$ cat src/rtl/linear_network_multicast_bp.sv
// Registered multicast distribution chain with per-node valid/ready backpressure and a global stall.
// Optional stall/packet counters are built when LINEAR_NETWORK_PERF_CNT_EN is defined.
module linear_network_multicast_bp #(
  parameter int DATA_WIDTH = 32,
  parameter int NUM_NODE   = 4
) (
  input  logic                           clk,
  input  logic                           rst,
  input  logic                           i_en,
  input  logic                           i_valid,
  input  logic [DATA_WIDTH-1:0]          i_data_bus,
  input  logic [NUM_NODE-1:0]            i_dest,
  output logic                           o_in_ready,
  output logic [NUM_NODE-1:0]            o_valid,
  output logic [DATA_WIDTH*NUM_NODE-1:0] o_data_bus,
  input  logic [NUM_NODE-1:0]            i_ready,
  output logic [31:0]                    o_stall_cnt,
  output logic [31:0]                    o_pkt_cnt
);

  logic [NUM_NODE-1:0]   vld;
  logic [DATA_WIDTH-1:0] data     [NUM_NODE];
  logic [NUM_NODE-1:0]   mask     [NUM_NODE];
  logic [NUM_NODE-1:0]   clr_mask [NUM_NODE];
  logic [NUM_NODE-1:0]   tgt;
  logic [NUM_NODE-1:0]   fwd;
  logic [NUM_NODE-1:0]   hs;
  logic                  stall;
  logic                  shift;
  logic                  accept;

  function automatic logic [NUM_NODE-1:0] above_mask(input int s);
    logic [NUM_NODE-1:0] m;
    for (int k = 0; k < NUM_NODE; k++) m[k] = (k > s);
    return m;
  endfunction

  // A stage only forwards when a destination remains strictly downstream of it.
  always_comb begin
    tgt        = '0;
    fwd        = '0;
    o_data_bus = '0;
    for (int s = 0; s < NUM_NODE; s++) begin
      tgt[s]      = vld[s] & mask[s][s];
      fwd[s]      = vld[s] & (|(mask[s] & above_mask(s)));
      clr_mask[s] = mask[s];
      clr_mask[s][s] = 1'b0;
      if (o_valid[s]) o_data_bus[s*DATA_WIDTH +: DATA_WIDTH] = data[s];
    end
  end

  assign o_valid    = {NUM_NODE{i_en}} & tgt;
  assign hs         = o_valid & i_ready;
  assign stall      = |(tgt & ~i_ready);
  assign shift      = i_en & ~stall;
  assign o_in_ready = shift & ~rst;
  assign accept     = i_valid & o_in_ready;

  // Chain stage registers: shift when unstalled, otherwise retire delivered bits in place.
  always_ff @(posedge clk or posedge rst) begin
    if (rst) begin
      vld <= '0;
      for (int s = 0; s < NUM_NODE; s++) begin
        data[s] <= '0;
        mask[s] <= '0;
      end
    end else if (shift) begin
      vld[0]  <= accept;
      data[0] <= accept ? i_data_bus : '0;
      mask[0] <= accept ? i_dest : '0;
      for (int s = 0; s < NUM_NODE-1; s++) begin
        vld[s+1]  <= fwd[s];
        data[s+1] <= fwd[s] ? data[s] : '0;
        mask[s+1] <= fwd[s] ? clr_mask[s] : '0;
      end
    end else if (i_en) begin
      for (int s = 0; s < NUM_NODE; s++)
        if (hs[s]) mask[s][s] <= 1'b0;
    end
  end

`ifdef LINEAR_NETWORK_PERF_CNT_EN
  logic [31:0] stall_cnt;
  logic [31:0] pkt_cnt;

  function automatic logic [31:0] sat_inc(input logic [31:0] v, input logic inc);
    return (inc && v != 32'hFFFF_FFFF) ? v + 32'd1 : v;
  endfunction

  // Performance counters
  always_ff @(posedge clk or posedge rst) begin
    if (rst) begin
      stall_cnt <= '0;
      pkt_cnt   <= '0;
    end else begin
      stall_cnt <= sat_inc(stall_cnt, i_en & stall);
      pkt_cnt   <= sat_inc(pkt_cnt, accept);
    end
  end

  assign o_stall_cnt = stall_cnt;
  assign o_pkt_cnt   = pkt_cnt;
`else
  assign o_stall_cnt = '0;
  assign o_pkt_cnt   = '0;
`endif

endmodule

$ cat config.mk
export PLATFORM = sky130hd
export DESIGN_NAME = linear_network_multicast_bp
export DESIGN_NICKNAME = d
export VERILOG_FILES = /design/src/rtl/linear_network_multicast_bp.sv
export SDC_FILE = /design/constraint.sdc
export NUM_CORES = 1
export LEC_CHECK = 0
export ABC_AREA = 1
export BUFFER_PORTS_ARGS = -buffer_cell sky130_fd_sc_hd__buf_2
export CORE_ASPECT_RATIO = 2
export CORE_MARGIN = 2
export CORE_UTILIZATION = 53
export DETAILED_ROUTE_END_ITERATION = 10
export PLACE_DENSITY = 0.84
export SETUP_SLACK_MARGIN = 0.15
export SLEW_MARGIN = 20
export SYNTH_ARGS = -nofsm -noshare
export SYNTH_HDL_FRONTEND = slang
export SYNTH_SLANG_ARGS = --single-unit
$ cat constraint.sdc
create_clock -name clk -period 9.81 [get_ports clk]
set_input_delay 0.981 -clock clk [delete_from_list [all_inputs] [get_ports clk]]
set_output_delay 0.981 -clock clk [all_outputs]
set_load 0.05 [all_outputs]
-- Yosys cells after proc, flatten, opt, wreduce, memory -nomap -nowiden
Index checks and enable logic that the tools add are counted.
- reductions and logical operators: 12
- mux-type cells: 24
- bitwise gates (word level): 16
- operators by type and width (kind ; number):
    $mux 32 ; 8
    $mux 4 ; 4
    $and 4x4->4 ; 3
    $mux 1 ; 12
    $and 1x1->1 ; 10
    $reduce_bool 2->1 ; 5
    $reduce_and 2->1 ; 4
    $not 4->4 ; 1
    $reduce_or 4->1 ; 1
    $reduce_or 3->1 ; 1
    $not 1->1 ; 2
    $reduce_or 2->1 ; 1
- input port bits: 44
- word-level logic and storage cells: 64
- register bits: 145

-- Logic depth before layout (Yosys ltp)
Gate-level depths: netlist (run 1).
- depth in word-level cells: 9
- mapped depth: 9
- depth with buffers taken out: 7

-- Worst setup path after synthesis (run 1)
No wires, ideal clock.
- kind: input to register
- start: input rst
- end: register data[100] (netlist name)
- path buffers: 1
- cell stages on the path: 4
- slack: 4004 ps
- setup time: 87 ps
- arrival time: 5719 ps
- required time: 9723 ps
- path through: inv_1 > clkbuf_1 > nand4_1 > nand2_1
- longest elaborated chain between the ends: 4
- ends and longest elaborated chain (item ; RTL line ; source):
    start: declaration ; 8 ; input logic rst,
    $not 1->1 ; 56 ; assign o_in_ready = shift & ~rst;
    $and 1x1->1 ; 56 ;
    $and 1x1->1 ; 57 ; assign accept = i_valid & o_in_ready;
    $mux 32 ; 69 ; data[0] <= accept ? i_data_bus : '0;
    end signal: indexed assignment ; 73 ; data[s+1] <= fwd[s] ? data[s] : '0;
    end: declaration ; 22 ; logic [DATA_WIDTH-1:0] data [NUM_NODE];
No other way between the ends.
A chain may end at the register's enable or synchronous reset.

-- Worst setup path in the final report (run 1)
- start: input i_ready[3]
- end: output o_in_ready
- longest elaborated chain between the ends: 6
- ends and longest elaborated chain (item ; RTL line ; source):
    start: declaration ; 16 ; input logic [NUM_NODE-1:0] i_ready,
    $not 4->4 ; 54 ; assign stall = |(tgt & ~i_ready);
    $and 4x4->4 ; 54 ;
    $reduce_or 4->1 ; 54 ;
    $not 1->1 ; 55 ; assign shift = i_en & ~stall;
    $and 1x1->1 ; 55 ;
    $and 1x1->1 ; 56 ;
    end: declaration ; 13 ; output logic o_in_ready,
No other way between the ends.

==> metrics.yaml, run 1 <==
run_status:
  status: "finished, final reports clean"
run:
  maxCapViolations: 0
finish:
  insertedDiodeCount: 0
  layout_commonest_cell: "nand2_1"
  fin_nets: 1067
  syn_to_final_growth_pct: 18.5
  final_cell_mix: "nand2_1 (186), buf_2 (176), dfrtp_1 (142), inv_1 (139), nor2_1 (133)"
  stdcell_area_mm2: 0.00807
  drive_gt1_share_pct: 20.9
worst_setup_path:
  max_stage_delay_ns: 0.42
  worst_ep_arrival_time_ns: 2.56
  r2r_cells: 8
  worstSetupEndpointType: "output pin"
  worstReg2RegEnd: "data[75]"
  critPathKind: "in -> out"
  crit_family: "buffers and inverters"
  critPathLaunchType: "input pin"
  crit_path_max_fanout: 51
  cp_cell_sequence: "buf_2, inv_1, nand3_1, nand3_1, nor2_4, buf_4, inv_4, nor2_1, buf_2"
  crit_required_ns: 8.83
  r2r-start: "vld[0]"
  r2r_setup_slack_ns: 7.09
  cp_slowest_cell: "buf_4"
  cp_num_buf_inv: 5
floorplanning:
  initial_core_util_pct: 54.3
  die_h_um: 164
  die_x_um: 84.2
  rows: 58
  die_area_mm2: 0.0138
  ios: 241
  core_mm2: 0.0126
timing:
  slew_viol_final: 0
  setup_viol: 0
  tightestPinTransition_ns: 1.04
  hold_viol: 0
  setup_tns_ns: 0
  hold_ws_ns: 0.479
  grt_setup_unrepaired: "false"
  fmax_mhz: 282
  slew_headroom_pct: 30.8
  min_period_ns: 3.54
  skew_ns: 0.00838
  fin_crit_sh_pct: 36.1
global_route:
  grt.overflow.total: 0
  grt_pass1_wl_mm: 26.7
  grt_max_degree: 102
  first_global_vias: 5602
  track_usage_pct: 24.5
  antenna_found_initial: 0
power:
  cellPowerDensity_mw_per_mm2: 168
  ir_worst_vdd_v: 0.000168
  p_int_mw: 1.00
  pwr-share-seq_pct: 44.5
  p_switching_mw: 0.359
  clkPwrFrac_pct: 46.9
  p_leak_nw: 4.12
  p_comb_share_pct: 8.7
  power.share.switching_pct: 26.4
synth:
  syn_area_per_cell_um2: 7.82
  synthCells: 872
  yosys_warnings: 0
  synth.yosys.seq_area_share_pct: 52.1
  ys_ff_latch: 142
  synthesis.area_mm2: 0.00682
  yosysUniqueCellTypes: 18
drt:
  ant_nets: 0
  via_count: 5797
  drt_iter0_markers: 391
  routed_via_density: 4.89
  dr.pass1.iters: 5
  wl_mm: 16.7
  drc: 0
  wire_per_inst_um: 14.1
clock_network:
  cts_made_buffers: 17
  postCtsResizedCells: 0
  post_cts_buffers: 0
  cts_tree: "done"
  clock-root-buffer: "clkbuf_16"
  numClockSinks: 142
  clk_pin_slew_ns: 0.06
  clk_path_buf_depth: 2
  hold_buffers: 0
  cts_max_level: 4
  worstSkewPairLatency_ns: 0.42
hold_path:
  worstHoldPathCells: 2
  hold_end: "data[106]"
  min-delay-start: "data[106]"
  worstHoldPathType: "reg -> reg"
placed_design:
  place_area_mm2: 0.00748
  dp_hpwl_mm: 11.5
  gp_congestion: 0.885
  place.port_buffers: 176
-- worst max-delay path by stage --
stage	start	endpoint	depth (start not counted)
6_report	i_ready[3]	o_in_ready	9
3_5_place_dp	i_ready[3]	o_in_ready	9
4_1_cts	i_ready[3]	o_in_ready	9
2_1_floorplan	rst	clr_mask[10]	2
3_3_place_gp	i_ready[3]	o_in_ready	9
5_1_grt	i_ready[2]	o_in_ready	8
-- state kept, by name, summed over array words and instances (netlist names) --
| name | count |
|---|---|
| vld | 4 |
| data | 128 |
| clr_mask | 6 |
| mask | 4 |
-- cell families after synthesis --
kind of cell / count (synthesis) / share of synthesized area (%)
compound gates: 104 / 7.64
buf+inv: 254 / 18.0
flops: 142 / 52.1
other cells: 1 / 0.0550
simple gates: 371 / 22.2
-- Yosys cell counts --
cell type | count | share of area [%]
a21oi_1 | 1 | 0.073
buf_1 | 2 | 0.11
buf_2 | 17 | 1.2
buf_4 | 66 | 7.3
clkbuf_1 | 27 | 1.5
clkbuf_2 | 1 | 0.073
conb_1 | 1 | 0.055
dfrtp_1 | 142 | 52
inv_1 | 140 | 7.7
inv_2 | 1 | 0.055
nand2_1 | 186 | 10
nand3_1 | 13 | 0.95
nand3b_1 | 2 | 0.22
nand4_1 | 36 | 3.3
nor2_1 | 133 | 7.3
nor2_4 | 1 | 0.17
o21ai_0 | 85 | 6.2
o21ai_1 | 18 | 1.3
-- power by group through the flow --
stage          logic [mW]  clock network, mW  registers [mW]
3_5_place_dp        0.117                  0           0.614
4_1_cts             0.118              0.647           0.604
2_1_floorplan       0.118                  0           0.613
6_report            0.118              0.637           0.605
3_3_place_gp        0.116                  0           0.614
5_1_grt             0.128              0.670           0.606
-- final cells by class --
class                   count  area [µm²]
clock buffers              19         453
multi-input cells         539        2270
well taps                 150         188
flip-flops and latches    142        3550
repair buffers            182         930
fillers                  1076        4480
clock inverters            12         139
inverters                 141         537
-- stage by stage --
step	total power [mW]	setup WS, ns	util [%]	cells
2_1_floorplan	0.731	3.03	-	935
4_1_cts	1.37	6.26	64.3	1185
5_1_grt	1.40	6.11	64.3	1185
3_3_place_gp	0.730	6.30	59.6	1154
3_5_place_dp	0.732	6.28	59.6	1154
6_report	1.36	6.27	64.3	1185
-- worst reg2reg max path, delay by kind of cell, from the launching register on --
kind / cells / cell delay [ns]
buffers and inverters: 3 / 1.47
and+or+nand+nor: 4 / 0.55
DFF: 1 / 0.46
AOI/OAI and AO/OA: 1 / 0.14
-- metal layers --
layer / vias up / part of all wire (%) / GRT usage (%)
li1: 2816 / - / -
met3: 51 / 4.9 / 4.95
met5: - / 0 / 0
met4: 0 / 4.7 / 13.0
met1: 2700 / 37 / 27.7
met2: 230 / 54 / 43.1
No activity file was read; power rests on OpenSTA's default activity.
==> inputs of run 2 (changes only) <==
--- a/config.mk
+++ b/config.mk
@@ -5,13 +5,13 @@
 export SDC_FILE = /design/constraint.sdc
 export NUM_CORES = 1
 export LEC_CHECK = 0
-export ABC_AREA = 1
+export ABC_AREA = 0
 export BUFFER_PORTS_ARGS = -buffer_cell sky130_fd_sc_hd__buf_2
 export CORE_ASPECT_RATIO = 2
 export CORE_MARGIN = 2
-export CORE_UTILIZATION = 53
+export CORE_UTILIZATION = 47
 export DETAILED_ROUTE_END_ITERATION = 10
-export PLACE_DENSITY = 0.84
+export PLACE_DENSITY = 0.77
 export SETUP_SLACK_MARGIN = 0.15
 export SLEW_MARGIN = 20
 export SYNTH_ARGS = -nofsm -noshare
==> constraint.sdc (replaced) <==
create_clock -name clk -period 2.9 [get_ports clk]
set_input_delay 0.29 -clock clk [delete_from_list [all_inputs] [get_ports clk]]
set_output_delay 0.29 -clock clk [all_outputs]
set_load 0.05 [all_outputs]
==> run 2 against run 1 <==
Net effect:
- global-route usage fell by 3.7 points
- die area rose by 25%
- register-to-register slack got worse by 6.2 ns
- via count fell by 4.6%
- clock skew rose by 0.0030 ns
- sequential cell count did not move
- power rose to 3.4 times the previous value
- critical endpoint is now o_data_bus[9]
- count of clock-buffer cells in the layout fell by 1
- sequential power rose to 3.4 times the previous value
- critical path depth fell by 5
==> metrics.yaml, run 2 <==
drt:
  ant_nets: 0  # unchanged
  wire_per_inst_um: 14.9  # +5.7%
  via_count: 5529  # -4.6%
  drc: 0  # unchanged
  dr.pass1.iters: 6  # +1
  routed_via_density: 4.73  # -3.2%
  drt_iter0_markers: 244  # -38%
  wl_mm: 17.4  # +4.2%
synth:
  async_reset_ff_share_pct: 100  # unchanged
  yosysUniqueCellTypes: 20  # +2
  synthCells: 784  # -10%
  syn_area_per_cell_um2: 9.70  # +24%
  ys_ff_latch: 142  # unchanged
  yosys_warnings: 0  # unchanged
  ys_top_cells_by_area: "dfrtp_1 (47%), mux2i_1 (14%), and2_1 (11%), buf_4 (6.5%), nand2_1 (5.6%)"
  synth.yosys.seq_area_share_pct: 46.7  # -5.4 points
  synth_edf_count: 0  # unchanged
  synth_top_area_share_pct: 46.7  # -5.4 points
  synthesis.area_mm2: 0.00761  # +12%
  synth_common_cells: "dfrtp_1 (142), and2_1 (128), nand2_1 (114), mux2i_1 (107), inv_1 (104)"
  synth_area_leader_cell: "dfrtp_1"
  synthMostInstantiatedCell: "dfrtp_1"
  synth_flop_cell: "dfrtp_1"
worst_setup_path:
  crit_path_max_fanout: 17  # -67%
  cp_num_buf_inv: 2  # -3
  max_stage_delay_ns: 0.47  # +0.05 ns
  worstSetupEndpointType: "output pin"
  critPathKind: "reg -> out"
  cp_slowest_cell: "dfrtp_1"
  critPathLaunchType: "flop"
  cp_cell_sequence: "and3_1, buf_4, and2_1, buf_2"
  crit_family: "buffers and inverters"
  worst_ep_arrival_time_ns: 1.82  # -0.74 ns
  crit_required_ns: 2.61  # -6.22 ns
finish:
  final_cell_mix: "buf_2 (176), dfrtp_1 (142), and2_1 (128), nand2_1 (114), mux2i_1 (107)"
  fillers: 1445  # +34%
  syn_to_final_growth_pct: 18.5  # about the same
  multi_input_area_mm2: 0.00317  # +39%
  layout_commonest_cell: "buf_2"
  fin_util_pct: 57.1  # -7.2 points
  drive_gt1_share_pct: 27.2  # +6.3 points
  fin_nets: 998  # -6.5%
  insertedDiodeCount: 0  # unchanged
  largest_reg_flops: 128  # unchanged
  top_register: "data"
  stdcell_area_mm2: 0.00901  # +12%
  seq_area_mm2: 0.00355  # unchanged
  fin_cells: 1168  # -1.4%
clock_network:
  worstSkewPairLatency_ns: 0.42  # about the same
  numClockSinks: 142  # unchanged
  clk_pin_slew_ns: 0.07  # about the same
  post_cts_buffers: 0  # unchanged
  clk_path_buf_depth: 2  # unchanged
  cts_max_level: 4  # unchanged
  cts_made_buffers: 17  # unchanged
  cts_tree: "done"
  clock-root-buffer: "clkbuf_16"
placed_design:
  place_inst: 1135  # -1.6%
  dp_hpwl_mm: 12.2  # +6.3%
  place.port_buffers: 176  # unchanged
  place_area_mm2: 0.00842  # +13%
  gp_congestion: 0.854  # -3.5%
global_route:
  antenna_found_initial: 0  # unchanged
  grt_max_degree: 71  # -30%
  track_usage_pct: 20.8  # -3.7 points
  grt_pass1_wl_mm: 27.6  # +3.6%
  first_global_vias: 5397  # -3.7%
  grt.overflow.total: 0  # unchanged
power:
  cellPowerDensity_mw_per_mm2: 518  # +210%
  finalPower_mw: 4.67  # +240%
  p_comb_share_pct: 9.8  # +1.1 points
  power.share.switching_pct: 26.9  # +0.44 points
  p_leak_nw: 4.88  # +18%
  pwr-share-seq_pct: 44.2  # -0.3 points
  p_int_mw: 3.42  # +240%
  ir_worst_vdd_v: 0.000397  # +140%
  p_switching_mw: 1.26  # +250%
  clkPwrFrac_pct: 46.0  # -0.9 points
floorplanning:
  die_h_um: 184  # +12%
  die_area_mm2: 0.0173  # +25%
  core_mm2: 0.0158  # +26%
  die_x_um: 94.0  # +12%
  ios: 241  # unchanged
  initial_core_util_pct: 48.2  # -6.1 points
  rows: 65  # +12%
timing:
  slew_viol_final: 0  # unchanged
  setup_viol: 0  # unchanged
  tightestPinTransition_ns: 0.950  # -0.0858 ns
  fin_crit_sh_pct: 72.9
  skew_ns: 0.0114  # +0.00299 ns
  hold_viol: 0  # unchanged
  setup_tns_ns: 0  # unchanged
  min_period_ns: 2.11
  grt_setup_unrepaired: "false"
  slew_headroom_pct: 36.5  # +5.8 points
  fmax_mhz: 473
run:
  maxCapViolations: 0  # unchanged
hold_path:
  worstHoldPathType: "in -> reg"
run_status:
  status: "finished, final reports clean"
-- run 2: cell types whose count changed after synthesis, sizes merged, moves of 35 or more --
cell,change
and2,+128
nand4,-36
mux2i,+107
o21ai,-102
nor2,-101
mux2,+35
nand2,-72
inv,-37
-- run 2: area by class of cell --
| class | count | share of cell area, % |
|---|---|---|
| repair buffers | 193 | 11.8 |
| inverters | 104 | 4.37 |
| flip-flops and latches | 142 | 39.4 |
| well taps | 201 | 2.79 |
| clock buffers | 18 | 4.76 |
| clock inverters | 14 | 1.74 |
| multi-input cells | 496 | 35.1 |
-- run 2: power by group through the flow --
stage / sequential (mW) / combinational [mW] / clock (mW)
after floorplan: 2.09 / 0.462 / 0
after global placement: 2.10 / 0.456 / 0
after detailed placement: 2.10 / 0.461 / 0
after CTS: 2.07 / 0.463 / 2.18
after global routing: 2.07 / 0.494 / 2.28
final: 2.07 / 0.459 / 2.15
-- run 2: path summary, 6_finish.rpt --
path                                     start             to  slack (ns)  cells after the start
max in group asynchronous                  rst       data[49]        1.73                      4
worst max register to register          vld[0]       data[20]        0.86                      5
worst min register to register         data[1]        data[1]        0.50                      1
worst max-delay path                    vld[0]  o_data_bus[9]        0.79                      4
worst min-delay path            i_data_bus[14]      data[110]        0.11                      3
min in group asynchronous                  rst        mask[3]        0.46                      3
-- run 2: kinds of logic after synthesis --
group                  count (synthesis)  share of synthesized area (%)
other                                  1                         0.0493
muxes                                142                           19.3
buffers and inverters                209                           14.9
AOI/OAI and AO/OA                      4                          0.444
DFF                                  142                           46.7
and+or+nand+nor                      286                           18.6
-- run 2: worst register-to-register path: cells and delay by family (launching register included) --
family / cells / cell delay [ns]
buf+inv: 1 / 0.41
compound gates: 1 / 0.09
simple gates: 2 / 0.47
flops: 1 / 0.46
mux: 1 / 0.49
-- run 2: routing by layer --
layer | GRT usage (%) | wire, µm | vias up
met1 | 23.6 | 6460 | 2658
met5 | 0 | 0 | -
met4 | 9.45 | 644 | 0
li1 | - | - | 2615
met3 | 3.53 | 857 | 38
met2 | 37.3 | 9430 | 218
-- run 2: timing repair --
| action | CTS | global route |
|---|---|---|
| gates resized for setup | 0 | 0 |
| endpoints found under the hold margin | 13 | 0 |
| endpoints found under the setup margin | 0 | 0 |
| hold buffers | 1 | 0 |
-- run 2: stage by stage --
step,setup slack [ns],hold slack (ns)
finish,0.786,0.107
global route,0.699,0.107
CTS,0.776,0.101
detailed placement,0.907,0.330
global placement,0.945,0.323
floorplan,0.533,0.427
